==> src/rtl/fifo_wr_arbiter.sv <==
`default_nettype none
// ============================================================================
//  Module      : fifo_wr_arbiter
//  Description : Round-robin arbiter sharing one FIFO write port between
//                NUM_REQ valid/ready producers, with bounded bursts per grant.
//  Revision    : 1.0 - initial release
// ============================================================================
module fifo_wr_arbiter #(
    parameter int NUM_REQ   = 4,
    parameter int WIDTH     = 8,
    parameter int MAX_BURST = 4
) (
    input  logic                       clk,
    input  logic                       rst_n,
    input  logic [NUM_REQ-1:0]         req_valid,
    input  logic [NUM_REQ*WIDTH-1:0]   req_data,
    output logic [NUM_REQ-1:0]         req_ready,
    input  logic                       fifo_full,
    output logic                       fifo_wr_en,
    output logic [WIDTH-1:0]           fifo_data_in,
    output logic                       grant_valid,
    output logic [$clog2(NUM_REQ)-1:0] grant_id
);

    localparam int IDW = $clog2(NUM_REQ);
    localparam int SW  = IDW + 1;
    localparam int CW  = $clog2(MAX_BURST + 1);

    localparam logic [0:0]     c_idle      = 1'b0;
    localparam logic [0:0]     c_grant     = 1'b1;
    localparam logic [CW-1:0]  c_last_beat = CW'(MAX_BURST - 1);
    localparam logic [IDW-1:0] c_last_id   = IDW'(NUM_REQ - 1);
    localparam logic [SW-1:0]  c_num_req   = SW'(NUM_REQ);

    logic [0:0]     r_state;
    logic [IDW-1:0] r_grant_id;
    logic [IDW-1:0] r_rr_ptr;
    logic [CW-1:0]  r_burst_cnt;

    logic [0:0]     w_state_nxt;
    logic [IDW-1:0] w_grant_id_nxt;
    logic [IDW-1:0] w_rr_ptr_nxt;
    logic [CW-1:0]  w_burst_cnt_nxt;

    logic [WIDTH-1:0] w_data [NUM_REQ];
    logic [IDW-1:0]   w_next_ptr;
    logic [IDW-1:0]   w_scan_ptr;
    logic [IDW-1:0]   w_winner;
    logic             w_found;
    logic [SW-1:0]    w_sum;
    logic             w_beat;
    logic             w_release;

    generate
        for (genvar gi = 0; gi < NUM_REQ; gi++) begin : g_unpack
            assign w_data[gi] = req_data[gi*WIDTH +: WIDTH];
        end
    endgenerate

    assign w_next_ptr = (r_grant_id == c_last_id) ? '0 : r_grant_id + IDW'(1);

    // A release rescans from the slot after the holder, so the holder is the
    // last candidate; in IDLE the stored pointer already holds that value.
    assign w_scan_ptr = (r_state == c_grant) ? w_next_ptr : r_rr_ptr;

    always_comb begin
        w_found  = 1'b0;
        w_winner = '0;
        w_sum    = '0;
        for (int k = 0; k < NUM_REQ; k++) begin
            w_sum = {1'b0, w_scan_ptr} + SW'(k);
            if (w_sum >= c_num_req) begin
                w_sum = w_sum - c_num_req;
            end
            if (!w_found && req_valid[w_sum[IDW-1:0]]) begin
                w_found  = 1'b1;
                w_winner = w_sum[IDW-1:0];
            end
        end
    end

    assign w_beat    = (r_state == c_grant) && req_valid[r_grant_id] && !fifo_full;
    assign w_release = (r_state == c_grant) &&
                       ((w_beat && (r_burst_cnt == c_last_beat)) || !req_valid[r_grant_id]);

    always_ff @(posedge clk or negedge rst_n) begin
        if (!rst_n) begin
            r_state     <= c_idle;
            r_grant_id  <= '0;
            r_rr_ptr    <= '0;
            r_burst_cnt <= '0;
        end else begin
            r_state     <= w_state_nxt;
            r_grant_id  <= w_grant_id_nxt;
            r_rr_ptr    <= w_rr_ptr_nxt;
            r_burst_cnt <= w_burst_cnt_nxt;
        end
    end

    always_comb begin
        w_state_nxt     = r_state;
        w_grant_id_nxt  = r_grant_id;
        w_rr_ptr_nxt    = r_rr_ptr;
        w_burst_cnt_nxt = r_burst_cnt;
        case (r_state)
            c_idle: begin
                if (w_found) begin
                    w_state_nxt     = c_grant;
                    w_grant_id_nxt  = w_winner;
                    w_burst_cnt_nxt = '0;
                end
            end
            c_grant: begin
                if (w_release) begin
                    w_rr_ptr_nxt = w_next_ptr;
                    if (w_found) begin
                        w_grant_id_nxt  = w_winner;
                        w_burst_cnt_nxt = '0;
                    end else begin
                        w_state_nxt = c_idle;
                    end
                end else if (w_beat) begin
                    w_burst_cnt_nxt = r_burst_cnt + CW'(1);
                end
            end
            default: begin
                w_state_nxt = c_idle;
            end
        endcase
    end

    always_comb begin
        grant_valid  = (r_state == c_grant);
        fifo_wr_en   = w_beat;
        fifo_data_in = w_data[r_grant_id];
        req_ready    = '0;
        for (int k = 0; k < NUM_REQ; k++) begin
            req_ready[k] = (r_state == c_grant) && (r_grant_id == IDW'(k)) && !fifo_full;
        end
    end

    assign grant_id = r_grant_id;

endmodule
`default_nettype wire

==> config.mk <==
export PLATFORM = sky130hd
export DESIGN_NAME = fifo_wr_arbiter
export DESIGN_NICKNAME = d
export VERILOG_FILES = /design/src/rtl/fifo_wr_arbiter.sv
export SDC_FILE = /design/constraint.sdc
export NUM_CORES = 1
export LEC_CHECK = 0
export CORE_MARGIN = 2
export CORE_UTILIZATION = 31
export DETAILED_ROUTE_END_ITERATION = 10
export HOLD_SLACK_MARGIN = 0.1
export MAX_ROUTING_LAYER = met4
export PLACE_DENSITY_LB_ADDON = 0.12
export SLEW_MARGIN = 10
export SYNTH_ARGS = -nofsm -noshare
export SYNTH_HDL_FRONTEND = slang
export SYNTH_SLANG_ARGS = --single-unit
==> constraint.sdc <==
create_clock -name clk -period 2 [get_ports clk]
set_clock_uncertainty 0.05 [all_clocks]
set_input_delay 0.6 -clock clk [delete_from_list [all_inputs] [get_ports clk]]
set_output_delay 0.6 -clock clk [all_outputs]
set_load 0.02 [all_outputs]
==> flow_summary.toml, run 1 <==
[run_status]
outcome = "finished, violations left"
violations = "negative setup slack"

[place]
io_buffer_count = 54
dp_hpwl_um = 2100
gp_congestion = 0.772
dp.cells = 174
pre_cts_slack_ps = -881

[synthesis]
synth_area_per_cell_um2 = 10.8
synth_top_area_frac = 0.256
synthSimpleGateAreaFrac = 0.191
synth_top_family_by_area = "multiplexers"
synth_compound_area_frac = 0.125
synth_cell_types = 29
synth_adder_area_share = 0.0948
yosysWarnings = 0
ys_ff_latch = 8
synthXorXnorAreaFrac = 0
yosysSeqAreaShare = 0.253
synth_top_cell_by_area = "mux4_2"
muxShareOfSynthArea = 0.297
syn_nets = 118
synthCells = 73
yosys-top-cells-area = "mux4_2 (26%), dfrtp_1 (25%), ha_1 (9.5%), and2_1 (3.9%), inv_1 (2.8%)"
netlist_area_um2 = 792

[global_route]
met3_usage = 0.0601
antenna_found_initial = 0
gr-total-overflow = 0
use_met1 = 0.144
gr-usage-met2 = 0.307
grt_max_degree = 9
gr-max-usage-layer = "met2"
grt_use_total = 0.157
grt_pass1_vias = 819
grt_pass1_wl_um = 3310

[timing]
fin_setup_tns_ps = -1690
tightest_slew_ps = 370
finalHoldViolations = 0
period_needed_ps = 2180
setup_slack_ps = -178
slew_headroom = 0.752
setup_viol = 13
maxSlewViolCount = 0
finalCritPeriodShare = 1.09
rsz0062_at_grt = "true"
fmax_mhz = 459

[clock_network]
h-tree-depth = 1
clk_latency_ps = 260
numCtsBuffers = 3
clkTransAtPathRegs_ps = 60
cts-root-buf = "clkbuf_4"
cts_tree = "yes"
clock-sinks = 8
cts_hold_buf = 0
clk_path_buf_depth = 2

[floorplanning]
die-area_mm2 = 0.00298
fp.dieH_um = 54.5
dieWidth_um = 54.5
initial_utilization = 0.323
pin_count = 55
coreArea_mm2 = 0.00245
num_rows = 18

[critical_path]
worstSetupPathType = "register to output port"
crit_path_end_kind = "output port"
crit_path_cell_trace = "mux4_2 > and2_4 > buf_6"
cp.required_ps = 1350
crit_slowest_cell = "mux4_2"
crit_family = "multiplexers"
critPathBufInv = 1
cp_max_fo = 6
startpoint_type = "register"
slowest_delay_ps = 550
worstPathArrival_ps = 1530

[power_and_ir_drop]
vdd.ir_drop.worst_mv = 0.994
leakagePower_nw = 0.750
powerDensity_mw_per_mm2 = 1330

[finish]
n_antenna_cell = 0
layout_commonest_cell = "dlygate4sd2_1"
fillers = 225
seq_area_um2 = 203
area_growth_syn_to_layout_pct = 98.3
drive_gt1_frac = 0.450
final_core_util = 0.640
nets = 197
final_cells = 181
multi_input_area_um2 = 618
final_cell_mix = "dlygate4sd2_1 (36), buf_4 (21), buf_6 (14), mux4_2 (9)"

[route]
vias = 891
drt_pass1_iterations = 4
drc = 0
ant_nets = 0
drt-initial-drc-count = 7
viasPerCell = 4.92
wirelength_um = 2470
wl_per_cell_um = 13.7

[run]
drv_cap = 0

[worst_hold_path]
hold_class = "register to register"
## per-layer routing
metal | vias up | routed length [µm]
li1 | 434 | -
met1 | 413 | 882
met2 | 42 | 1280
met3 | 2 | 287
met4 | 0 | 18
met5 | - | 0
## path summary, 6_finish.rpt
| path | slack (ps) | cells after the start | endpoint | from |
|---|---|---|---|---|
| hold reg to reg | 420 | 1 | r_burst_cnt[0] | r_burst_cnt[0] |
| setup reg to reg | 30 | 8 | grant_id[0] | grant_id[0] |
| min in group asynchronous | 570 | 1 | r_burst_cnt[2] | rst_n |
| hold / removal | 420 | 1 | r_burst_cnt[0] | r_burst_cnt[0] |
| setup / recovery | -180 | 3 | fifo_wr_en | grant_id[0] |
| max in group asynchronous | 1050 | 1 | grant_id[1] | rst_n |
## cells by family (layout without fill, tap and decap cells)
group                    after synthesis  after routing
multiplexers                          12             12
buffers and inverters                  8             86
adder cells (fa/ha/maj)                6              6
AO/OA/AOI/OAI                         14             14
flip-flops                             8              8
AND/OR/NAND/NOR                       25             25
## sequential cells by signal (all words and copies together) (netlist names)
register     cells
grant_id         2
grant_valid      1
r_burst_cnt      3
r_rr_ptr         2
## Yosys cell counts
master,instances
nor2_1,6
o31ai_1,1
nor4_1,1
mux2i_1,1
and3b_1,1
dfrtp_1,8
a21boi_1,1
nand2b_1,2
nor4b_1,1
clkbuf_1,1
o41ai_2,1
nor3b_1,1
a31oi_1,1
o21ai_0,3
and3_4,1
mux2_2,2
ha_1,6
nand2_1,2
inv_1,6
o211a_1,1
nor3b_2,1
a21oi_1,4
nor2b_1,2
a311o_1,1
o22ai_1,1
nor3_1,2
buf_2,1
mux4_2,9
and2_1,5
## what timing repair did
action | in CTS | in global routing
pin swaps | 1 | 4
setup endpoints to repair | 23 | 14
resized for setup | 126 | 17
hold endpoints to repair | 0 | 0
setup buffers | 1 | 2
## power by group
group / internal (W) / switching [W]
Sequential: 0.000238 / 0.0000695
Combinational: 0.000937 / 0.000716
Clock: 0.0000764 / 0.0000571
Total: 0.00125 / 0.000843
## area by class of cell
cell class                      count  share of cell area
Clock buffer                        4              0.0167
Multi-Input combinational cell     57               0.394
Timing Repair Buffer               76               0.421
Sequential cell                     8               0.129
Tap cell                           30              0.0239
Inverter                            6              0.0159
## per-stage QoR
step | instance area, µm² | hold slack, ps | power (W)
finish | 1570 | 423 | 0.00209
global route | 1570 | 458 | 0.00226
CTS | 1490 | 427 | 0.00196
detailed placement | 1520 | 421 | 0.00183
global placement | 1520 | 416 | 0.00180
floorplan | 815 | 254 | 0.00119
No activity file was read; power rests on OpenSTA's default activity.
==> inputs of run 2 (changes only) <==
Settings changed: CORE_MARGIN 2 to not set, SLEW_MARGIN 10 to 20.
==> flow_summary.toml, run 2 (same netlist as run 1, synthesis figures left out) <==
[critical_path]
critPathBufInv = 2
cp_max_fo = 12
worstPathArrival_ps = 1490
cp.required_ps = 1350
crit_path_end_kind = "output port"
worstRegToRegCells = 7
crit_path_cell_trace = "buf_12 > mux4_2 > buf_6"
worstSetupPathType = "register to output port"
r2r_slack_ps = 0
slowest_delay_ps = 520
rr_startpoint = "grant_id[0]"
rr_endpoint = "grant_id[0]"
crit_slowest_cell = "mux4_2"
startpoint_type = "register"
crit_family = "multiplexers"

[global_route]
grt_max_degree = 14
gr-total-overflow = 0
grt_pass1_wl_um = 3800
grt_use_total = 0.192
antenna_found_initial = 0
grt_pass1_vias = 916

[place]
gp_congestion = 0.794
dp_hpwl_um = 2010
place_area_mm2 = 0.00150
io_buffer_count = 54

[worst_hold_path]
hold_class = "register to register"
hp-start = "r_burst_cnt[0]"
min_path_cells = 1
hold_end = "r_burst_cnt[0]"

[timing]
setup_slack_ps = -137
maxSlewViolCount = 0
finalHoldViolations = 0
rsz0062_at_grt = "true"
slew_headroom = 0.766
tightest_slew_ps = 350
fmax_mhz = 468
period_needed_ps = 2140
setup_viol = 11
fin_setup_tns_ps = -1170
finalCritPeriodShare = 1.07

[finish]
fillers = 201
n_antenna_cell = 0
design_area_mm2 = 0.00150
layout_commonest_cell = "dlygate4sd2_1"
final_cell_mix = "dlygate4sd2_1 (35), buf_4 (20), buf_6 (10), mux4_2 (9)"
area_growth_syn_to_layout_pct = 89.4
seq_area_um2 = 203
registers.top_by_ff_count = "r_burst_cnt"
nets = 193
drive_gt1_frac = 0.388
multi_input_area_um2 = 584
largest_reg_flops = 3
final_core_util = 0.647

[clock_network]
clkTransAtPathRegs_ps = 60
cts-root-buf = "clkbuf_4"
h-tree-depth = 1
numCtsBuffers = 3
clk_path_buf_depth = 2
clk_latency_ps = 270
cts_tree = "yes"
cts_hold_buf = 0
clock-sinks = 8

[route]
wl_met1_um = 947
ant_nets = 0
vias = 907
dr_wl_met3_um = 248
met2RoutedLength_um = 1210
wirelength_um = 2460
dr.max_layer_used = "met4"
drt_pass1_iterations = 4
drc = 0
viasPerCell = 5.18
wl_per_cell_um = 14.0
drt-initial-drc-count = 12

[power_and_ir_drop]
vdd.ir_drop.worst_mv = 0.904
report.power.total_w = 0.00199
powerDensity_mw_per_mm2 = 1330
leakagePower_nw = 0.721

[run]
drv_cap = 0

[floorplanning]
coreArea_mm2 = 0.00232
fp.dieH_um = 52.5
pin_count = 55
dieWidth_um = 52.5
die-area_mm2 = 0.00276
num_rows = 17
initial_utilization = 0.342

[run_status]
outcome = "finished, violations left"
violations = "negative setup slack"
## run 2: changes by cell type in the layout (fill, tap and decap cells not counted), sizes merged
cell           previous run  this run
clkdlybuf4s15             0         1
dlygate4sd2              36        35
buf                      39        35
## run 2: worst max-delay path by stage
| stage | from | to | slack, ps | cells after the start |
|---|---|---|---|---|
| final | grant_id[0] | fifo_data_in[2] | -140 | 3 |
| after detailed placement | req_valid[3] | fifo_wr_en | -860 | 4 |
| after floorplan | grant_id[0] | grant_id[0] | 3 | 7 |
| after global routing | grant_id[0] | fifo_data_in[4] | -200 | 3 |
| after global placement | req_valid[3] | fifo_wr_en | -860 | 4 |
| after CTS | grant_id[0] | fifo_data_in[4] | -160 | 3 |
## run 2: worst reg2reg max path: stages (launching register included)
cell and delay (ps):
dfrtp_2 430, buf_12 160, ha_1 200, buf_4 150, nor3b_4 230, nor2_1 60, a311o_1 390, o41ai_2 230
## run 2: area by class of cell
cell class | instances | area share
tap | 28 | 0.0234
multi-input combinational | 57 | 0.389
timing repair buffer | 72 | 0.420
inverter | 6 | 0.0150
clock buffer | 4 | 0.0175
sequential | 8 | 0.135
## run 2: what timing repair did
item                       4_1_cts  5_1_grt
gates resized for setup        127        4
buffers inserted                 2        1
setup endpoints to repair       21       14
pin swaps                        2        0
## run 2: power breakdown
part           switching (W)  internal (W)
sequential         0.0000612      0.000238
clock              0.0000626     0.0000768
combinational       0.000697      0.000853
## run 2: per-stage QoR
| step | instances | setup WS [ps] | hold slack, ps |
|---|---|---|---|
| 2_1_floorplan | 73 | 3.49 | 254 |
| 3_3_place_gp | 168 | -855 | 416 |
| 6_report | 175 | -137 | 426 |
| 3_5_place_dp | 168 | -859 | 423 |
| 5_1_grt | 175 | -198 | 467 |
| 4_1_cts | 174 | -163 | 429 |
## run 2: routing by layer
metal  up-vias  track usage
li1        427            -
met3         4       0.0348
met5         -            -
met1       422        0.193
met4         0        0.101
met2        54        0.350
